<file path="config.mk">
export PLATFORM = sky130hd
export DESIGN_NAME = pet_video_gen_flat
export DESIGN_NICKNAME = d
export VERILOG_FILES = /design/src/rtl/pet_video_gen_if.sv /design/src/rtl/pet_video_gen.sv /design/src/flat_wrapper.sv
export SDC_FILE = /design/constraint.sdc
export NUM_CORES = 1
export LEC_CHECK = 0
export BUFFER_PORTS_ARGS = -buffer_cell sky130_fd_sc_hd__buf_2
export CAP_MARGIN = 20
export CORE_MARGIN = 3
export CORE_UTILIZATION = 55
export CTS_BUF_LIST = sky130_fd_sc_hd__clkbuf_4
export DETAILED_ROUTE_END_ITERATION = 8
export PLACE_DENSITY = 0.77
export SKIP_CTS_REPAIR_TIMING = 1
export SYNTH_ARGS = -nofsm -noshare
export SYNTH_HDL_FRONTEND = slang
export SYNTH_SLANG_ARGS = --single-unit
</file>
<file path="constraint.sdc">
create_clock -name clk -period 4.6 [get_ports clk]
set_clock_uncertainty 0.2 [all_clocks]
set_input_delay 0.69 -clock clk [delete_from_list [all_inputs] [get_ports clk]]
set_output_delay 0.69 -clock clk [all_outputs]
set_load 0.02 [all_outputs]
</file>
<file path="src/rtl/pet_video_gen_if.sv">
// pet_video_gen_if: screen RAM / character ROM fetch bus between the video generator and memory.
interface pet_video_gen_if #(parameter int ADDR_W = 11);
  logic [ADDR_W-1:0] video_addr;
  logic [7:0]        video_data;
  logic [10:0]       charaddr;
  logic [7:0]        chardata;
  logic              video_gfx;
  modport master (output video_addr, charaddr, input video_data, chardata, video_gfx);
  modport slave  (input video_addr, charaddr, output video_data, chardata, video_gfx);
endinterface

</file>
<file path="src/rtl/pet_video_gen.sv">
// pet_video_gen: parametrised PET text-mode video generator with per-frame scroll base and sync/blank timing.
module pet_video_gen #(
  parameter int COLS       = 40,
  parameter int ROWS       = 25,
  parameter int CHAR_H     = 8,
  parameter int H_TOTAL    = 64,
  parameter int V_TOTAL    = 260,
  parameter int HBLANK_ON  = 46,
  parameter int HSYNC_ON   = 50,
  parameter int HSYNC_OFF  = 54,
  parameter int HBLANK_OFF = 58,
  parameter int VBLANK_ON  = 220,
  parameter int VSYNC_ON   = 226,
  parameter int VSYNC_OFF  = 234,
  parameter int VBLANK_OFF = 240,
  parameter int ADDR_W     = 11
) (
  input  logic              clk,
  input  logic              reset,
  input  logic              ce_pix,
  input  logic [ADDR_W-1:0] start_addr,
  pet_video_gen_if.master   mem,
  input  logic              video_blank,
  output logic              pix,
  output logic              HSync,
  output logic              VSync,
  output logic              HBlank,
  output logic              VBlank,
  output logic              video_on
);
  localparam int HPIX = H_TOTAL * 8;
  localparam int HW   = $clog2(HPIX);
  localparam int VW   = $clog2(V_TOTAL);
  localparam int VIS  = ROWS * CHAR_H;
  localparam logic [VW-1:0] CH = VW'(CHAR_H);
  logic [HW-1:0]     hc_q, hc_d;
  logic [VW-1:0]     vc_q, vc_d;
  logic [ADDR_W-1:0] base_q, base_d, addr_q, addr_d, fetch_addr;
  logic [7:0]        sr_q, sr_d;
  logic              inv_q, inv_d;
  logic              hs_q, hs_d, hb_q, hb_d, vs_q, vs_d, vb_q, vb_d, von_q, von_d;
  logic [HW-4:0]     col;
  logic [VW-1:0]     row, line;
  logic [ADDR_W:0]   row_off;
  logic              in_win, load, last_h, last_v, h0, von_hit;
  function automatic logic upd(input logic q, input logic on, input logic off);
    return on ? 1'b1 : off ? 1'b0 : q;
  endfunction
  always_comb begin
    col        = hc_q[HW-1:3];
    row        = vc_q / CH;
    line       = vc_q % CH;
    in_win     = (int'(col) < COLS) && (int'(vc_q) < VIS);
    load       = in_win && (int'(line) < 8);
    row_off    = (ADDR_W+1)'(row) * (ADDR_W+1)'(COLS);
    fetch_addr = base_q + row_off[ADDR_W-1:0] + ADDR_W'(col);
    addr_d     = in_win ? fetch_addr : addr_q;
    last_h     = hc_q == HW'(HPIX - 1);
    last_v     = vc_q == VW'(V_TOTAL - 1);
    h0         = hc_q == '0;
    von_hit    = hc_q == HW'(COLS * 8 + 15);
    hc_d       = !ce_pix ? hc_q : last_h ? '0 : hc_q + HW'(1);
    vc_d       = !(ce_pix && last_h) ? vc_q : last_v ? '0 : vc_q + VW'(1);
    base_d     = ce_pix && last_h && last_v ? start_addr : base_q;
    // Lines 8/9 of a 10-line cell still fetch but load a blank pattern.
    {inv_d, sr_d} = !ce_pix ? {inv_q, sr_q}
                  : hc_q[2:0] == 3'd7 ? (load ? {mem.video_data[7], mem.chardata} : 9'b0)
                  : {inv_q, sr_q[6:0], 1'b0};
    hb_d  = ce_pix ? upd(hb_q, hc_q == HW'(HBLANK_ON*8-1), hc_q == HW'(HBLANK_OFF*8-1)) : hb_q;
    hs_d  = ce_pix ? upd(hs_q, hc_q == HW'(HSYNC_ON*8-1), hc_q == HW'(HSYNC_OFF*8-1)) : hs_q;
    vb_d  = ce_pix ? upd(vb_q, h0 && vc_q == VW'(VBLANK_ON), h0 && vc_q == VW'(VBLANK_OFF)) : vb_q;
    vs_d  = ce_pix ? upd(vs_q, h0 && vc_q == VW'(VSYNC_ON), h0 && vc_q == VW'(VSYNC_OFF)) : vs_q;
    von_d = ce_pix ? upd(von_q, von_hit && last_v, von_hit && vc_q == VW'(VIS - 1)) : von_q;
  end
  always_ff @(posedge clk)
    if (reset) begin
      hc_q   <= '0;
      vc_q   <= '0;
      base_q <= start_addr;
      addr_q <= '0;
      sr_q   <= '0;
      inv_q  <= 1'b0;
      hs_q   <= 1'b0;
      hb_q   <= 1'b0;
      vs_q   <= 1'b0;
      vb_q   <= 1'b0;
      von_q  <= 1'b1;
    end else begin
      hc_q   <= hc_d;
      vc_q   <= vc_d;
      base_q <= base_d;
      addr_q <= addr_d;
      sr_q   <= sr_d;
      inv_q  <= inv_d;
      hs_q   <= hs_d;
      hb_q   <= hb_d;
      vs_q   <= vs_d;
      vb_q   <= vb_d;
      von_q  <= von_d;
    end
  assign mem.video_addr = addr_d;
  assign mem.charaddr   = {mem.video_gfx, mem.video_data[6:0], line[2:0]};
  assign pix      = (sr_q[7] ^ inv_q) & ~video_blank;
  assign HSync    = hs_q;
  assign HBlank   = hb_q;
  assign VSync    = vs_q;
  assign VBlank   = vb_q;
  assign video_on = von_q;
endmodule

</file>
<file path="src/flat_wrapper.sv">
// flat-port wrapper written by rule: the top's interface ports become plain ports
module pet_video_gen_flat 
#(
  parameter int COLS       = 40,
  parameter int ROWS       = 25,
  parameter int CHAR_H     = 8,
  parameter int H_TOTAL    = 64,
  parameter int V_TOTAL    = 260,
  parameter int HBLANK_ON  = 46,
  parameter int HSYNC_ON   = 50,
  parameter int HSYNC_OFF  = 54,
  parameter int HBLANK_OFF = 58,
  parameter int VBLANK_ON  = 220,
  parameter int VSYNC_ON   = 226,
  parameter int VSYNC_OFF  = 234,
  parameter int VBLANK_OFF = 240,
  parameter int ADDR_W     = 11
)
  (clk, reset, ce_pix, start_addr, video_blank, pix, HSync, VSync, HBlank, VBlank, video_on, mem_video_addr, mem_charaddr, mem_video_data, mem_chardata, mem_video_gfx);
  pet_video_gen_if #(.ADDR_W(ADDR_W)) mem_i ();
  input  logic clk;
  input  logic reset;
  input  logic ce_pix;
  input  logic [ADDR_W-1:0] start_addr;
  input  logic video_blank;
  output logic pix;
  output logic HSync;
  output logic VSync;
  output logic HBlank;
  output logic VBlank;
  output logic video_on;
  output wire logic [$bits(mem_i.video_addr)-1:0] mem_video_addr;
  output wire logic [$bits(mem_i.charaddr)-1:0] mem_charaddr;
  input wire logic [$bits(mem_i.video_data)-1:0] mem_video_data;
  input wire logic [$bits(mem_i.chardata)-1:0] mem_chardata;
  input wire logic [$bits(mem_i.video_gfx)-1:0] mem_video_gfx;
  assign mem_video_addr = mem_i.video_addr;
  assign mem_charaddr = mem_i.charaddr;
  assign mem_i.video_data = mem_video_data;
  assign mem_i.chardata = mem_chardata;
  assign mem_i.video_gfx = mem_video_gfx;
  pet_video_gen #(.COLS(COLS), .ROWS(ROWS), .CHAR_H(CHAR_H), .H_TOTAL(H_TOTAL), .V_TOTAL(V_TOTAL), .HBLANK_ON(HBLANK_ON), .HSYNC_ON(HSYNC_ON), .HSYNC_OFF(HSYNC_OFF), .HBLANK_OFF(HBLANK_OFF), .VBLANK_ON(VBLANK_ON), .VSYNC_ON(VSYNC_ON), .VSYNC_OFF(VSYNC_OFF), .VBLANK_OFF(VBLANK_OFF), .ADDR_W(ADDR_W)) u_core (.clk(clk), .reset(reset), .ce_pix(ce_pix), .start_addr(start_addr), .mem(mem_i), .video_blank(video_blank), .pix(pix), .HSync(HSync), .VSync(VSync), .HBlank(HBlank), .VBlank(VBlank), .video_on(video_on));
endmodule
</file>
==> results.toml, run 1 <==
[floorplan]
die_area_um2 = 6750
core_area_um2 = 5570
die_height_um = 82.2
initial_utilization_pct = 57.3
placementRows = 27
ios = 60
die_w_um = 82.2

[final_layout]
drive_above_1_share_pct = 16.4
nFillCells = 496
nNetsFinal = 451
syn_to_final_growth_pct = 8.74
post-route-util_pct = 62.3
diodes = 0
multi_input_area_um2 = 1820
seq_area_um2 = 1190

[sta]
finalSetupViolCount = 0
tns_ps = 0
hold_viol = 0
worst_pin_slew_ps = 942
grt_setup_unrepaired = "false"
fmax_mhz = 230
slew_violations = 0
min_period_ps = 4360
relSlewSlack_pct = 37.1
post-route-period-util_pct = 94.7

[place]
io_buffers = 43
place_congestion = 0.900
dp_hpwl_um = 4600

[setup_path]
endpoint_kind = "output port"
worst-path-max-fanout = 6
worst_ep_required_time_ps = 3710
reg2reg_to = "u_core.addr_q[10]"
critPathKind = "reg2out"
regToRegSetupSlack_ps = 1330
worstRegToRegCells = 11
endpoint = "mem_video_addr[10]"
startpoint_type = "flop"
worstPathArrival_ps = 3470
startpoint = "u_core.vc_q[7]"
r2r-start = "u_core.vc_q[7]"

[drt]
vias_per_cell = 5.60
firstDrtPassIters = 4
drc = 0
via_count = 2553
wl_um = 6300
drt_iter0_drc = 78
wl_per_cell_um = 13.8
antenna_left = 0

[global_route]
antenna_found_initial = 0
grtUsageMet1_pct = 26.9
grt_pass1_vias = 2368
gr-usage-met2_pct = 31.2
grt-busiest-layer = "met2"
gr-total-overflow = 0
grt_pass1_wl_um = 10400
grt_max_degree = 33
grt_use_total_pct = 19.9
grt_use_met3_pct = 3.47

[clock_tree]
cts_sinks = 54
cts-root-buf = "clkbuf_4"
cts_buffer_depth = 2
cts_max_level = 2
worstSkewPairLatency_ps = 380
numCtsBuffers = 5
cts_tree = "done"
clk_pin_slew_ps = 160

[synthesis]
synth_area_um2 = 3190
synth_area_leader_cell = "dfxtp_1"
synth_area_per_cell_um2 = 9.07
synth_area_leaders = "dfxtp_1 (27%), ha_1 (12%), edfxtp_1 (10%), nor2_1 (4.1%), nand2_1 (3.9%)"
yosysUniqueCellTypes = 51
syn_inst = 352
yosysSeqAreaShare_pct = 37.3
ys_ff_latch = 54
synthFlopType = "dfxtp_1"
async_flop_share_pct = 0
synth-edff-count = 11
yosysWarnings = 0
synth_top_area_share_pct = 27.0
syn-num-nets = 420

[worst_hold_path]
hold_class = "reg2reg"

[pwr]
power_leakage_nw = 1.49
powerDensity_nw_per_um2 = 233
irDropWorstVdd_uv = 155

[run_status]
run_status = "completed"

[flow_run]
max_cap_viol_count = 0
==> logic make-up after synthesis <==
| logic type | share of synthesized area, % |
|---|---|
| simple gates | 22.1 |
| compound gates | 12.3 |
| flops | 37.3 |
| buf+inv | 6.39 |
| fa+ha+maj | 15.3 |
| xor+xnor | 6.04 |
| mux | 0.627 |
==> cells in the final DEF (no fill, tap or decap), types with 4 or more instances in the layout <==
cell type and n:
xnor2_1 11, nor2b_1 11, nand2_1 33, inv_1 25, nand2b_1 10, fa_1 5
nand3_1 15, dfxtp_1 40, a21o_1 4, buf_2 43, xor2_1 10, clkbuf_4 5
o21ai_0 10, a311oi_1 8, nand4_1 8, nor2_1 35, edfxtp_1 11, ha_1 30
nor3_1 6, a21oi_1 19
==> registers in the layout (all words and copies together) (netlist names), 8 cells and up <==
| register | flops |
|---|---|
| u_core.vc_q | 9 |
| u_core.sr_q | 8 |
| u_core.hc_q | 9 |
| u_core.base_q | 11 |
| u_core.addr_q | 11 |
==> layout make-up <==
| class | count | area share, % |
|---|---|---|
| Clock inverter | 3 | 0.469 |
| Clock buffer | 5 | 1.08 |
| Inverter | 25 | 2.70 |
| Sequential cell | 54 | 34.4 |
| Timing Repair Buffer | 43 | 6.20 |
| Tap cell | 72 | 2.60 |
| Multi-Input combinational cell | 254 | 52.5 |
==> metal layers <==
layer	up-vias	part of all wire, %
li1	1275	-
met1	1186	46
met2	81	47
met3	11	5.4
met4	0	1.7
met5	-	0
==> cell usage after synthesis (2+ instances only) <==
cell,number
buf_4,8
mux2i_1,2
buf_1,2
inv_1,25
dfxtp_1,43
nand3_1,15
nand2_1,33
or4_1,2
fa_1,5
nor2b_1,11
nor3_1,6
nand4_1,8
a21o_1,4
a211oi_1,2
a21oi_1,19
clkbuf_1,7
nand4b_1,3
and3_1,2
nand2b_1,10
xnor2_1,12
nor2_1,35
edfxtp_1,11
xor2_1,10
a311oi_1,8
ha_1,31
a221o_1,2
o21ai_0,10
or3_1,3
==> power breakdown <==
group | internal (mW) | switching (mW)
Sequential | 0.503 | 0.00834
Clock | 0.0572 | 0.147
Combinational | 0.0385 | 0.0530
==> metrics by stage <==
step                cell area (um^2)  hold slack (ps)  setup slack, ps  power (mW)  cells
global route                    3470              248             33.1       0.850    456
CTS                             3440              264             63.4       0.815    456
floorplan                       3190              245              691       0.592    352
finish                          3470              279              244       0.808    456
global placement                3390              253              609       0.610    448
detailed placement              3390              258              505       0.612    448
==> critical path, cell delays in order, from the launching register on <==
cell	delay, ps
dfxtp_1	470
ha_1	300
ha_1	300
a21o_1	170
a21oi_1	180
xnor2_1	160
ha_1	270
ha_1	370
a21oi_1	170
nand2_1	90
o41a_1	390
nand2_1	70
buf_2	160
==> worst min path at each step <==
stage,startpoint,to,slack (ps),cells past startpoint
floorplan,u_core.inv_q,u_core.inv_q,250,2
global placement,u_core.inv_q,u_core.inv_q,250,2
detailed placement,u_core.sr_q[0],u_core.sr_q[0],260,2
CTS,start_addr[9],u_core.base_q[9],260,1
global route,start_addr[10],u_core.base_q[10],250,1
finish,u_core.sr_q[0],u_core.sr_q[0],280,2
(Power assumes the default switching activity.)
==> inputs of run 2 (changes only) <==
==> constraint.sdc (replaced) <==
create_clock -name clk -period 5.4 [get_ports clk]
set_clock_uncertainty 0.2 [all_clocks]
set_input_delay 1.08 -clock clk [delete_from_list [all_inputs] [get_ports clk]]
set_output_delay 1.08 -clock clk [all_outputs]
set_load 0.02 [all_outputs]
==> run 2 against run 1 <==
Combinational power down 16%. Die area unchanged. Clock-buffer cell count stayed put. Total power down 15%.
==> results.toml, run 2 (same netlist as run 1, synthesis figures left out) <==
[clock_tree]
numCtsBuffers = 5
cts_sinks = 54
cts_max_level = 2
cts_buffer_depth = 2
cts-root-buf = "clkbuf_4"
cts_tree = "done"
clk_pin_slew_ps = 150
worstSkewPairLatency_ps = 370

[setup_path]
crit_top_cell = "ha_1"
worst-path-max-fanout = 7
regToRegSetupSlack_ps = 1940
path_buf_inv = 2
startpoint_type = "flop"
startpoint = "u_core.vc_q[4]"
endpoint_kind = "output port"
path_cells = "ha_1, ha_1, inv_1, fa_1, xnor2_1, ha_1, ha_1, a2111oi_0, a21oi_1, xnor2_1, a21oi_1, buf_2"
r2r-start = "u_core.vc_q[4]"
worstPathArrival_ps = 3660
critPathTopFamily = "adder cells"
crit_slowest_cell = "a2111oi_0"
critPathKind = "reg2out"
crit_path_max_incr_delay_ps = 450
reg2reg_to = "u_core.addr_q[9]"
worst_ep_required_time_ps = 4120
worstRegToRegCells = 11

[place]
io_buffers = 43
dp_hpwl_um = 4620
place_congestion = 0.901
dpl-instance-area_um2 = 3390

[sta]
fmax_mhz = 202
hold-worst-slack_ps = 278
worst_pin_slew_ps = 939
hold_viol = 0
post-route-period-util_pct = 91.5
grt_setup_unrepaired = "false"
finalSetupViolCount = 0
tns_ps = 0
relSlewSlack_pct = 37.4
min_period_ps = 4940
slew_violations = 0

[worst_hold_path]
hold_class = "reg2reg"
worstHoldStart = "u_core.sr_q[0]"
whs_path_depth = 2
whs_endpoint = "u_core.sr_q[0]"

[final_layout]
top_regs = "u_core.addr_q x11, u_core.base_q x11"
syn_to_final_growth_pct = 7.80
drive_above_1_share_pct = 14.8
nFillCells = 496
final_area_um2 = 3440
nNetsFinal = 451
final_cell_mix = "buf_2 (43), dfxtp_1 (43), nor2_1 (35)"
diodes = 0

[floorplan]
die_height_um = 82.2
ios = 60
initial_utilization_pct = 57.3
die_area_um2 = 6750
placementRows = 27
core_area_um2 = 5570
die_w_um = 82.2

[pwr]
power_leakage_nw = 1.48
powerDensity_nw_per_um2 = 199
irDropWorstVdd_uv = 126

[run_status]
run_status = "completed"

[drt]
firstDrtPassIters = 4
via_count = 2541
drc = 0
wl_per_cell_um = 13.7
antenna_left = 0
vias_per_cell = 5.57
wl_um = 6230
drt_iter0_drc = 93

[global_route]
gr-total-overflow = 0
grt_use_total_pct = 19.9
grt_max_degree = 33
grt_pass1_wl_um = 10600
grt_pass1_vias = 2396
antenna_found_initial = 0

[flow_run]
max_cap_viol_count = 0
-- run 2: power by group --
group	internal, mW	leakage [nW]	switching, mW
registers	0.429	0.459	0.00714
logic	0.0321	0.989	0.0447
clock network	0.0488	0.0286	0.124
total	0.510	1.48	0.176
-- run 2: stage by stage --
stage / util (%) / instances / setup WS [ps] / total power, mW
2_1_floorplan: - / 352 / 1100 / 0.505
3_5_place_dp: 60.8 / 448 / 903 / 0.522
6_report: 61.7 / 456 / 457 / 0.686
3_3_place_gp: 60.8 / 448 / 1020 / 0.520
4_1_cts: 61.7 / 456 / 469 / 0.694
5_1_grt: 61.7 / 456 / 212 / 0.724
-- run 2: final cells by class --
| type | instances | area (um^2) | area share (%) |
|---|---|---|---|
| Multi-Input combinational cell | 254 | 1800 | 52.2 |
| Sequential cell | 54 | 1190 | 34.6 |
| Timing Repair Buffer | 43 | 215 | 6.25 |
| Inverter | 25 | 93.8 | 2.73 |
| Tap cell | 72 | 90.1 | 2.62 |
| Clock buffer | 5 | 37.5 | 1.09 |
| Clock inverter | 3 | 16.3 | 0.473 |
-- run 2: how the worst max path moves through the flow --
stage,endpoint,slack (ps),cells past startpoint
after global placement,mem_video_addr[9],1020,12
after detailed placement,mem_video_addr[9],900,12
final,mem_video_addr[9],460,12
after CTS,mem_video_addr[9],470,12
after global routing,mem_video_addr[9],210,12
after floorplan,mem_video_addr[9],1100,11
-- run 2: worst register-to-register path, cell delays in order, from the launching register on --
cell and delay, ps:
dfxtp_1 420, ha_1 330, ha_1 160, inv_1 50, fa_1 390, xnor2_1 210, ha_1 270, ha_1 370
a2111oi_0 450, a21oi_1 150, xnor2_1 170, a211oi_1 210
-- run 2: layer usage --
| layer | part of all wire, % | up-vias | routed length (um) | track usage [%] |
|---|---|---|---|---|
| met5 | 0 | - | 0 | 0 |
| met4 | 1.7 | 0 | 104 | 6.64 |
| met3 | 5.5 | 13 | 342 | 4.12 |
| met2 | 47 | 67 | 2930 | 32.3 |
| met1 | 46 | 1181 | 2860 | 26.2 |
| li1 | - | 1280 | - | - |
